$ cat src/rtl/config_sequencer.sv
// Power-up configuration sequencer: streams a fixed ROM table to a peripheral
// writer over valid/ready, with a settle gap between words and a handshake timeout.
module config_sequencer #(
  parameter int NUM_WORDS      = 8,
  parameter int ADDR_W         = 3,
  parameter int DATA_W         = 24,
  parameter int WAIT_CYCLES    = 1000,
  parameter int TIMEOUT_CYCLES = 65535
) (
  input  logic              clk,
  input  logic              reset_n,
  input  logic              start_config,
  output logic [ADDR_W-1:0] rom_addr,
  input  logic [DATA_W-1:0] rom_data,
  output logic [DATA_W-1:0] wr_data,
  output logic              wr_valid,
  input  logic              wr_ready,
  output logic              busy,
  output logic              config_done,
  output logic              config_error
);

  localparam logic [2:0] S_IDLE  = 3'd0;
  localparam logic [2:0] S_FETCH = 3'd1;
  localparam logic [2:0] S_READ  = 3'd2;
  localparam logic [2:0] S_SEND  = 3'd3;
  localparam logic [2:0] S_GAP   = 3'd4;
  localparam logic [2:0] S_DONE  = 3'd5;
  localparam logic [2:0] S_ERROR = 3'd6;

  localparam logic [ADDR_W-1:0] LAST_ADDR = ADDR_W'(NUM_WORDS - 1);
  localparam logic [ADDR_W-1:0] ADDR_ONE  = ADDR_W'(1);
  localparam logic [31:0]       GAP_LAST  = (WAIT_CYCLES > 0) ? 32'(WAIT_CYCLES - 1) : 32'd0;
  localparam logic [31:0]       TO_LAST   = 32'(TIMEOUT_CYCLES - 1);

  logic [2:0]  state;
  logic [31:0] cnt;
  logic        start_q;
  logic        can_start;
  logic        last_word;

  assign can_start = (state == S_IDLE) || (state == S_DONE) || (state == S_ERROR);
  assign last_word = (rom_addr == LAST_ADDR);

  // The start pulse is registered once and only accepted when no sequence is
  // running, so the first FETCH appears one edge after the pulse is sampled.
  always_ff @(posedge clk) begin
    if (!reset_n) begin
      state    <= S_IDLE;
      cnt      <= '0;
      start_q  <= 1'b0;
      rom_addr <= '0;
      wr_data  <= '0;
    end else begin
      start_q <= start_config && can_start;
      case (state)
        S_IDLE, S_DONE, S_ERROR: begin
          if (start_q) begin
            state    <= S_FETCH;
            rom_addr <= '0;
          end
        end
        S_FETCH: state <= S_READ;
        S_READ: begin
          wr_data <= rom_data;
          cnt     <= '0;
          state   <= S_SEND;
        end
        S_SEND: begin
          // A transfer on the expiry edge takes priority over the timeout.
          if (wr_ready) begin
            cnt <= '0;
            if (WAIT_CYCLES > 0) begin
              state <= S_GAP;
            end else if (last_word) begin
              state <= S_DONE;
            end else begin
              state    <= S_FETCH;
              rom_addr <= rom_addr + ADDR_ONE;
            end
          end else if (cnt == TO_LAST) begin
            state <= S_ERROR;
          end else begin
            cnt <= cnt + 32'd1;
          end
        end
        S_GAP: begin
          if (cnt == GAP_LAST) begin
            if (last_word) begin
              state <= S_DONE;
            end else begin
              state    <= S_FETCH;
              rom_addr <= rom_addr + ADDR_ONE;
            end
          end else begin
            cnt <= cnt + 32'd1;
          end
        end
        default: state <= S_IDLE;
      endcase
    end
  end

  assign wr_valid     = (state == S_SEND);
  assign busy         = (state == S_FETCH) || (state == S_READ) ||
                        (state == S_SEND)  || (state == S_GAP);
  assign config_done  = (state == S_DONE);
  assign config_error = (state == S_ERROR);

endmodule

$ cat config.mk
export PLATFORM = sky130hd
export DESIGN_NAME = config_sequencer
export DESIGN_NICKNAME = d
export VERILOG_FILES = /design/src/rtl/config_sequencer.sv
export SDC_FILE = /design/constraint.sdc
export NUM_CORES = 1
export LEC_CHECK = 0
export CAP_MARGIN = 20
export CORE_MARGIN = 3
export CORE_UTILIZATION = 25
export CTS_BUF_LIST = sky130_fd_sc_hd__clkbuf_4
export CTS_CLUSTER_DIAMETER = 30
export CTS_CLUSTER_SIZE = 16
export DETAILED_ROUTE_END_ITERATION = 10
export DONT_BUFFER_PORTS = 1
export GPL_TIMING_DRIVEN = 0
export PLACE_DENSITY = 0.39
export SLEW_MARGIN = 20
export SYNTH_ARGS = -nofsm -noshare
export SYNTH_HDL_FRONTEND = slang
export SYNTH_SLANG_ARGS = --single-unit
$ cat constraint.sdc
create_clock -name clk -period 3.3 [get_ports clk]
set_input_delay 0.165 -clock clk [delete_from_list [all_inputs] [get_ports clk]]
set_output_delay 0.165 -clock clk [all_outputs]
set_load 0.1 [all_outputs]
==> results.md, run 1 <==
- The flow ran to the end, and the final reports show no timing, DRC or antenna violations.
- The area growth from synthesis to layout is 22.27%.
- Yosys attributes the largest share of cell area to dfxtp_1 (41%), a21oi_1 (10%), nand2_1 (9.4%).
- The synthesized design contains 0 enable-type register cells.
- Synthesis produced a netlist with a net count of 425.
- The initial utilization of the core area, before any placement, comes to 25.76%.
- Global routing consumed, over all layers together, 13.63% of the routing resources.
- The clock reaches the later pin of the worst-skew pair after 0.43 ns.
- The via count of the first global-routing pass is 2,960.
- The critical path launch point type is a flop.
- The most instantiated flip-flop cell in the synthesis netlist is dfxtp_1.
- The largest individual stage delay along the critical path comes from the cell or3_4.
- Hold timing on the final database bottoms out at a slack of 0.03286 ns.
- The final design utilization is 31.49%.
- In the routed design, unresolved DRC markers number 0.
- The startpoint identified for the worst hold timing path is wr_ready.
- Traced cell by cell, the critical path runs through ha_1, nor4bb_1, nand4_1, or3_4, a2bb2oi_4, buf_2, or3_1, a21oi_1.
- The peak supply drop is 0.3111 mV.
- The total of buffers placed on input and output ports is 0.
- The number of antenna-violating nets in the routed design is 0.
- For the final routed database, the setup TNS stands at 0 ns.
- The half-perimeter wire length of the detailed placement result is 6674 um.
- The CTS tree is done.
- Across all register-to-register paths, the minimum setup slack is 0.64 ns.
- The layer carrying the most global-route usage is met2.
- In the final design database the tool counted 464 nets.
- The measured slew at the worst slew-check pin is 1.085 ns.
- After detailed routing, the average wire length per cell comes to 15.30 um.
- The power density of the placed cells is 719.0 nW/um^2.
- For this design the static power due to leakage is 1.204 nW.
- The worst register-to-register path begins at cnt[1].
- Entering global routing, the biggest net connects 12 pins.
- The area share of the leading cell type in the synthesized netlist is 40.60%.
- In this run the number of H-tree levels came out at 3.
- The sink count of the clock tree is 63.
- The floorplan step set the die width to 117.5 um.
- The post-route netlist has 9.840% of its cells at a drive strength greater than 1.
- The number of search-and-repair iterations in the first detailed-routing pass is 5.
- The Yosys step of the flow raised 0 warnings.
- The tool flagged a number of max-cap violations equal to 0.
- The worst path needs 2.663 ns of the cycle, external delays included.
- In this run, post-CTS hold repair placed 25 buffers.
- 0 antenna diodes ended up in the layout.
- Across all layers, the routed design uses 3,052 vias.
- Of the available clock period, the critical path in the final layout requires 80.69%.
- The relative slew slack is 27.59%.
- The I/O pin total is 59.
- The endpoint identified for the worst register-to-register timing path is cnt[1].
- The adder-cell share of the synthesized area is 1.611%.
- The clock slew seen by the registers of the worst setup and hold paths is 0.11 ns.
- Measured along the y axis, the die boundary spans 117.5 um.
- After Yosys synthesis, and, or, nand and nor cells account for 30.57% of the synthesized area.
- The number of post-CTS setup repair buffers is 0.
- The starting DRC count in detailed routing is 156.
- The number of clock buffers inserted by TritonCTS is 9.
- In this run, synthesis produced a sequential element count of 63.
- In this design, the stage delay of the slowest critical-path cell is 0.44 ns.
- Counting cells, the worst reg-to-reg path comes to 8.
- The final-report hold violation count is 0.
- Synthesis handed over a netlist of 393 instances.
- The first global-routing pass estimated 15,370 um of wire.
- The number of different library cells used by synthesis comes to 46.
- The fraction of synthesized cell area in xor and xnor cells is 0.8458%.
- The initialized floorplan defines 40 standard-cell rows.
- A synthesized cell averages 7.905 sq um.
- At the worst endpoint, the arrival time is 2.97 ns.
- The count of pins over their slew limit is 0.
- In the global route stage, met2 resource usage came out at 21.82%.
- After global routing the overflow that remains totals 0.
- The category of cells accounting for the largest share of critical-path delay is simple AND/OR/NAND/NOR gates.
- Summing every instance area after synthesis gives 3107 sq um.
- The path with the worst hold slack has its endpoint at state[1].
- The last weighted congestion value of the routability-driven placer is 0.7835.
- The multiplexer share of the synthesized area is 0.3222%.
- In the routed layout, each cell is associated on average with a via count of 5.045.
- After detailed placement, the design holds a cell count of 564.
- The total of cells resized after clock tree synthesis is 0.
- The count of buffering cells on the critical path with inverters included is 1.
- The worst hold path was traced through 3 stages.
- The cell at the root of the clock tree is clkbuf_4.
- The setup violation total in the final timing report is 0.
- The global-route met1 utilization is 17.40%.
- The worst min-delay path class is input pin to flop.
- The core region area is 12,060 sq um.
- The required time at the endpoint of the critical path is 3.60 ns.
- Fill cells in the final layout number 1,292.
- The fraction of the mapped netlist area in compound gates is 21.10%.
- The final setup skew is 0.01069 ns.
- The maximum number of buffers from clock root to sink is 2.
- The sequential-to-total area share from yosys stat is 40.60%.
- The post-layout instance count excluding filler cells is 605.
- Summed over all layers, the routed wires come to 9257 um.
- The leading area contributor after synthesis is dfxtp_1.
- Based on the critical path, the design can be clocked at up to 375.5 MHz.
- The element type at the critical path end is a flop.
- The met3 usage is 4.469%.
- The design draws 2.731 mW.
- Setup repair after global routing left no endpoint under its margin.
- The initial antenna violation count is 0.
- The die outline area is 13,800 sq um.
- After synthesis, the largest family of logic cells by area is simple AND/OR/NAND/NOR gates.
- The fraction of registers with async set or reset after synthesis is 0%.
- The biggest fanout along the worst timing path is 10.
- The worst setup path category is flop to flop.
==> kinds of logic after synthesis <==
logic type / count (synthesis)
buf+inv: 31
xor+xnor: 3
simple gates: 180
compound gates: 111
fa+ha+maj: 4
flops: 63
mux: 1
==> cell usage after synthesis (7+ instances only) <==
cell type,count
a21oi_1,64
buf_2,9
clkbuf_1,9
dfxtp_1,63
inv_1,9
nand2_1,78
nand3_1,12
nand4_1,10
nor2_1,18
o21ai_1,9
o31ai_1,17
or3_1,7
or4_1,16
==> layout make-up <==
cell class	instances	area [sq um]	share of cell area, %
multi-input cells	299	1704	44.86
flip-flops and latches	63	1261	33.20
repair buffers	28	309.0	8.136
well taps	168	210.2	5.534
plain buffers	22	120.1	3.162
clock inverters	6	85.08	2.240
clock buffers	10	75.07	1.976
inverters	9	33.78	0.8893
==> power by group <==
part	leakage, nW	internal [mW]	switching (mW)
registers	0.509	0.827	0.374
clock network	0.0824	0.313	0.302
logic	0.612	0.307	0.607
==> worst max path at each step <==
stage | start | to | slack [ns] | cells after the start
2_1_floorplan | state[2] | state[2] | 0.87 | 6
3_3_place_gp | state[2] | state[2] | 0.59 | 6
3_5_place_dp | cnt[1] | cnt[1] | 0.65 | 8
4_1_cts | cnt[1] | cnt[0] | 0.63 | 9
5_1_grt | cnt[1] | cnt[29] | 0.45 | 9
6_report | cnt[1] | cnt[1] | 0.64 | 8
==> cells in the final DEF (no fill, tap or decap), types with 2 or more instances in the layout <==
master | synthesis | routed
buf_2 | 9 | 9
buf_16 | 0 | 2
o41ai_1 | 2 | 2
clkinvlp_4 | 0 | 2
inv_1 | 9 | 9
dfxtp_1 | 63 | 63
or3_1 | 7 | 7
nand2b_1 | 4 | 4
nand4_1 | 10 | 10
a21oi_1 | 64 | 64
nor2_2 | 0 | 2
nand2_1 | 78 | 78
nand3_1 | 12 | 12
and2_1 | 2 | 2
clkinv_2 | 0 | 2
o31ai_1 | 17 | 17
and3_1 | 5 | 5
o2111ai_1 | 2 | 2
nor4b_1 | 3 | 3
dlygate4sd3_1 | 0 | 25
nand4b_1 | 2 | 2
or4b_2 | 2 | 2
ha_1 | 4 | 4
nor4_1 | 4 | 4
nor3_1 | 4 | 4
buf_6 | 3 | 3
clkbuf_4 | 0 | 10
nor2_1 | 18 | 16
o21ai_1 | 9 | 9
nor2b_1 | 2 | 2
or4_1 | 16 | 16
a31oi_1 | 5 | 5
clkbuf_1 | 9 | 9
bufinv_16 | 0 | 2
and4_1 | 4 | 4
o21ai_0 | 6 | 6
==> metal layers <==
layer | routed length, um | vias to the layer above
met5 | 0 | -
met4 | 127 | 0
met3 | 414 | 11
met2 | 4332 | 57
met1 | 4381 | 1459
li1 | - | 1525
==> worst register-to-register path, delay by kind of cell (launching register included) <==
family	cells	cell delay (ns)
AOI/OAI and AO/OA	2	0.32
buffers and inverters	1	0.32
and+or+nand+nor	4	1.15
DFF	1	0.39
adders and majority gates	1	0.35
==> registers in the layout (all words and copies together) (netlist names) <==
register and cells:
rom_addr 3, cnt 32, wr_data 24, start_q 1
state 3
==> metrics by stage <==
step	setup slack [ns]	instance area, sq um
global placement	0.5914	3317
detailed placement	0.6543	3388
CTS	0.6258	3799
finish	0.6371	3799
global route	0.4474	3799
floorplan	0.8728	3107
(Power assumes the default switching activity.)
==> run 2: changes to the inputs <==
--- a/config.mk
+++ b/config.mk
@@ -5,6 +5,7 @@
 export SDC_FILE = /design/constraint.sdc
 export NUM_CORES = 1
 export LEC_CHECK = 0
+export ABC_AREA = 1
 export CAP_MARGIN = 20
 export CORE_MARGIN = 3
 export CORE_UTILIZATION = 25
@@ -14,7 +15,7 @@
 export DETAILED_ROUTE_END_ITERATION = 10
 export DONT_BUFFER_PORTS = 1
 export GPL_TIMING_DRIVEN = 0
-export PLACE_DENSITY = 0.39
+export PLACE_DENSITY = 0.41
 export SLEW_MARGIN = 20
 export SYNTH_ARGS = -nofsm -noshare
 export SYNTH_HDL_FRONTEND = slang
==> constraint.sdc (replaced) <==
create_clock -name clk -period 2.4 [get_ports clk]
set_input_delay 0.12 -clock clk [delete_from_list [all_inputs] [get_ports clk]]
set_output_delay 0.12 -clock clk [all_outputs]
set_load 0.1 [all_outputs]
==> run 2 against run 1 <==
Effect of this change:
- clock skew up 0.0054 ns
- routed wire length is 40% higher
- via count is 37% higher
- sequential share of layout area is 5.9 points lower
- critical path depth decreased by 2
- largest power group unchanged
- combinational power rose by 61%
- register-to-register slack lost 0.40 ns
- largest cell class unchanged
- worst setup slack lost 0.47 ns
- die area grew 25%
==> results.md, run 2 <==
- The run finished with clean final reports.
- The number of search-and-repair iterations in the first detailed-routing pass is 5.
- In this design, the critical path's most frequently occurring cell is inv_2.
- The final setup TNS is 0 ns.
- The number of placement rows is 45.
- The count of state elements after synthesis is 63.
- STA puts the critical path data required time at 2.28 ns.
- The tree is rooted in a clkbuf_4.
- The synthesized net count is 679.
- The arrival time at the worst endpoint is 2.11 ns.
- TritonCTS built the clock tree.
- The floorplan step defined a die boundary enclosing 17,300 sq um.
- The analysis attributes to cell leakage a power of 1.728 nW.
- The half-perimeter wire length of the detailed placement result is 9865 um.
- The routed design has 13,000 um of wire.
- The vias per cell is 4.632.
- The count of pins over their slew limit is 0.
- The element type at the critical path end is an output pin.
- Summed over all instances, the cell type with the most area after synthesis is dfxtp_1.
- In the routed design, unresolved DRC markers number 0.
- Setup violations remaining at the end of the flow were counted as 0.
- The worst min-delay path class is input pin to flop.
- The initial antenna violation count is 1.
- After the last flow step, the layout net total stands at 716.
- The worst hold slack after final layout is 0.04561 ns.
- By area the synthesized netlist is led by dfxtp_1 (32%), nand2_1 (17%), nor2_1 (9.3%).
- The routed length per placed instance is 14.43 um.
- The post-route cell area is 4619 sq um.
- Summing all placed instances gives a cell area of 4209 sq um.
- Measured against its own limit, the worst slew margin works out to 26.19%.
- In this run the worst path has a maximum fanout of 8.
- The total congestion overflow after global routing is 0.
- The starting DRC count in detailed routing is 303.
- The via count of the first global-routing pass is 3,954.
- The number of clock buffers inserted by TritonCTS is 9.
- The final-report hold violation count is 0.
- In this design, the stage delay of the slowest critical-path cell is 0.69 ns.
- Clock skew on the completed layout was measured at 0.01609 ns.
- Detailed routing placed a total of 5939 um of wire on met2.
- The most instantiated flip-flop cell in the synthesis netlist is dfxtp_1.
- The cell area that synthesis handed to floorplanning was 3940 sq um.
- The post-route clock period utilization is 93.02%.
- The post-synthesis to final-layout area growth is 17.24%.
- The worst setup path category is flop to output pin.
- The count of H-tree levels built during CTS is 3.
- The overall via count from detail_route is 4,173.
- The largest register by flop count is cnt.
- The maximum number of buffers from clock root to sink is 2.
- The fraction of final layout cells with drive strength greater than 1 is 9.144%.
- Subtracting the final worst setup slack from the clock period gives 2.232 ns.
- STA classifies the critical path startpoint as a flop.
- The floorplan step defined a core boundary enclosing 15,310 sq um.
- In the final routing, the length of wire on met1 measures 6066 um.
- After synthesis, flip-flops and latches occupy 32.01% of the total area.
- Synthesis produced a netlist whose cell count is 647.
- Setup repair after global routing left no endpoint under its margin.
- The design draws 4.502 mW.
- The clock slew seen by the registers of the worst setup and hold paths is 0.12 ns.
- The sequential cells in the finished layout cover a total of 1262 sq um.
- Clock latency on the worst-skew pair, taken at its later pin, is 0.45 ns.
- By count the netlist is led by nand2_1 (176), nor2_1 (98), inv_1 (72), dfxtp_1 (63), nand3_1 (54).
- The fraction of registers with async set or reset after synthesis is 0%.
- Yosys printed 0 warnings.
- In the layout the commonest cells are nand2_1 (175), nor2_1 (95), inv_1 (72).
- The count of cells in the finished layout, fillers not included, comes to 901.
- The count of buffers added on input and output ports is 0.
- Routability-driven placement finished with a final weighted congestion of 0.8913.
- The global-route wire length before repair is 21,020 um.
- The top layer reached by signal wires is met4.
- In the final layout, the registers with the most flip-flops are cnt x32, wr_data x24.
- Once detail routing completed, the nets flagged for antenna violations numbered 0.
- The flip-flop count of the largest register after layout is 32.
- The signal on the critical path passes through buf_2, inv_2, nand2_2, nor2_4, inv_2, nand2_1.
- The leading cell type by number of instances after synthesis is nand2_1.
- Measured along the y axis, the die boundary spans 131.5 um.
- Entering global routing, the biggest net connects 12 pins.
- The average instance in the mapped netlist occupies 6.090 sq um.
- Global routing consumed, over all layers together, 15.13% of the routing resources.
- The number of distinct library cells after synthesis is 32.
- The number of enable-type register cells in the synthesized netlist is 0.
- Detailed routing placed a total of 748 um of wire on met3.
- Summing all multi-input logic gate instances after layout gives 2275 sq um.
- The count of placed standard cells including taps is 858.
- Dividing total power by cell area gives a power density of 974.5 nW/um^2.
- The initial utilization of the core area, before any placement, comes to 25.73%.
- Max-cap violations in this run came to 0.
- The final design utilization is 30.16%.
- The measured slew at the worst slew-check pin is 1.106 ns.
- The slowest cell on the critical path is nand2_1.
- Across all setup checks in the final design, the least slack found is 0.1675 ns.
- The worst setup slack before clock tree synthesis is 0.1625 ns.
- The peak supply drop is 0.9135 mV.
- The share of synthesized area in the top cell type comes to 32.01%.
- The layout filler cell count is 1,763.
- During I/O placement, the number of pins put on the boundary was 59.
- The highest achievable clock rate is 447.9 MHz.
- In this run the horizontal extent of the chip is 131.5 um.
- The leading cell type in the layout, fill and taps excluded is nand2_1.
- The sink count of the clock tree is 63.
run 2: changes by cell type after synthesis, moves of 17 or more:
cell / before / now
a21oi_1: 64 / 46
inv_1: 9 / 72
nand2_1: 78 / 176
nand3_1: 12 / 54
nor2_1: 18 / 98
o21ai_0: 6 / 38
o31ai_1: 17 / 0
run 2: power breakdown:
group          internal, mW  switching (mW)
clock                 0.326           0.463
combinational         0.405            1.07
sequential             1.21            1.03
total                  1.94            2.56
run 2: kinds of logic (layout without fill, tap and decap cells):
group | after synthesis | after routing | synth area share (%)
simple gates | 385 | 385 | 43.70
other cells | 0 | 1 | 0
compound gates | 89 | 89 | 11.56
buf+inv | 102 | 144 | 10.57
flops | 63 | 63 | 32.01
xor+xnor | 4 | 4 | 0.8893
fa+ha+maj | 4 | 4 | 1.270
run 2: worst paths after layout:
path / startpoint / endpoint / slack, ns / cells past startpoint
worst max-delay path: state[1] / busy / 0.17 / 6
worst min-delay path: reset_n / rom_addr[0] / 0.05 / 3
worst max register to register: rom_addr[1] / rom_addr[1] / 0.24 / 8
worst min register to register: cnt[9] / cnt[9] / 0.52 / 2
run 2: cell type report:
class | count | share of cell area [%]
Tap cell | 211 | 5.715
Antenna cell | 1 | 0.05417
Sequential cell | 63 | 27.33
Buffer | 20 | 2.411
Multi-Input combinational cell | 482 | 49.24
Clock buffer | 10 | 1.625
Clock inverter | 6 | 1.327
Timing Repair Buffer | 26 | 5.634
Inverter | 82 | 6.663
run 2: layer usage:
| metal | vias to the layer above | track usage (%) |
|---|---|---|
| li1 | 2150 | - |
| met2 | 117 | 24.15 |
| met1 | 1889 | 20.05 |
| met4 | 0 | 5.776 |
| met5 | - | 0 |
| met3 | 17 | 3.178 |
run 2: critical path: cells and delay by family, from the launching register on:
kind                   cells  cell delay, ns
buffers and inverters      3            0.37
flip-flops                 1            0.31
AND/OR/NAND/NOR            3            0.98
run 2: repair_timing:
item                                    CTS  global route
setup buffers                             0             0
hold endpoints to repair                 28             0
hold buffers                             26             0
resized for setup                         0             5
endpoints found under the setup margin    0            13
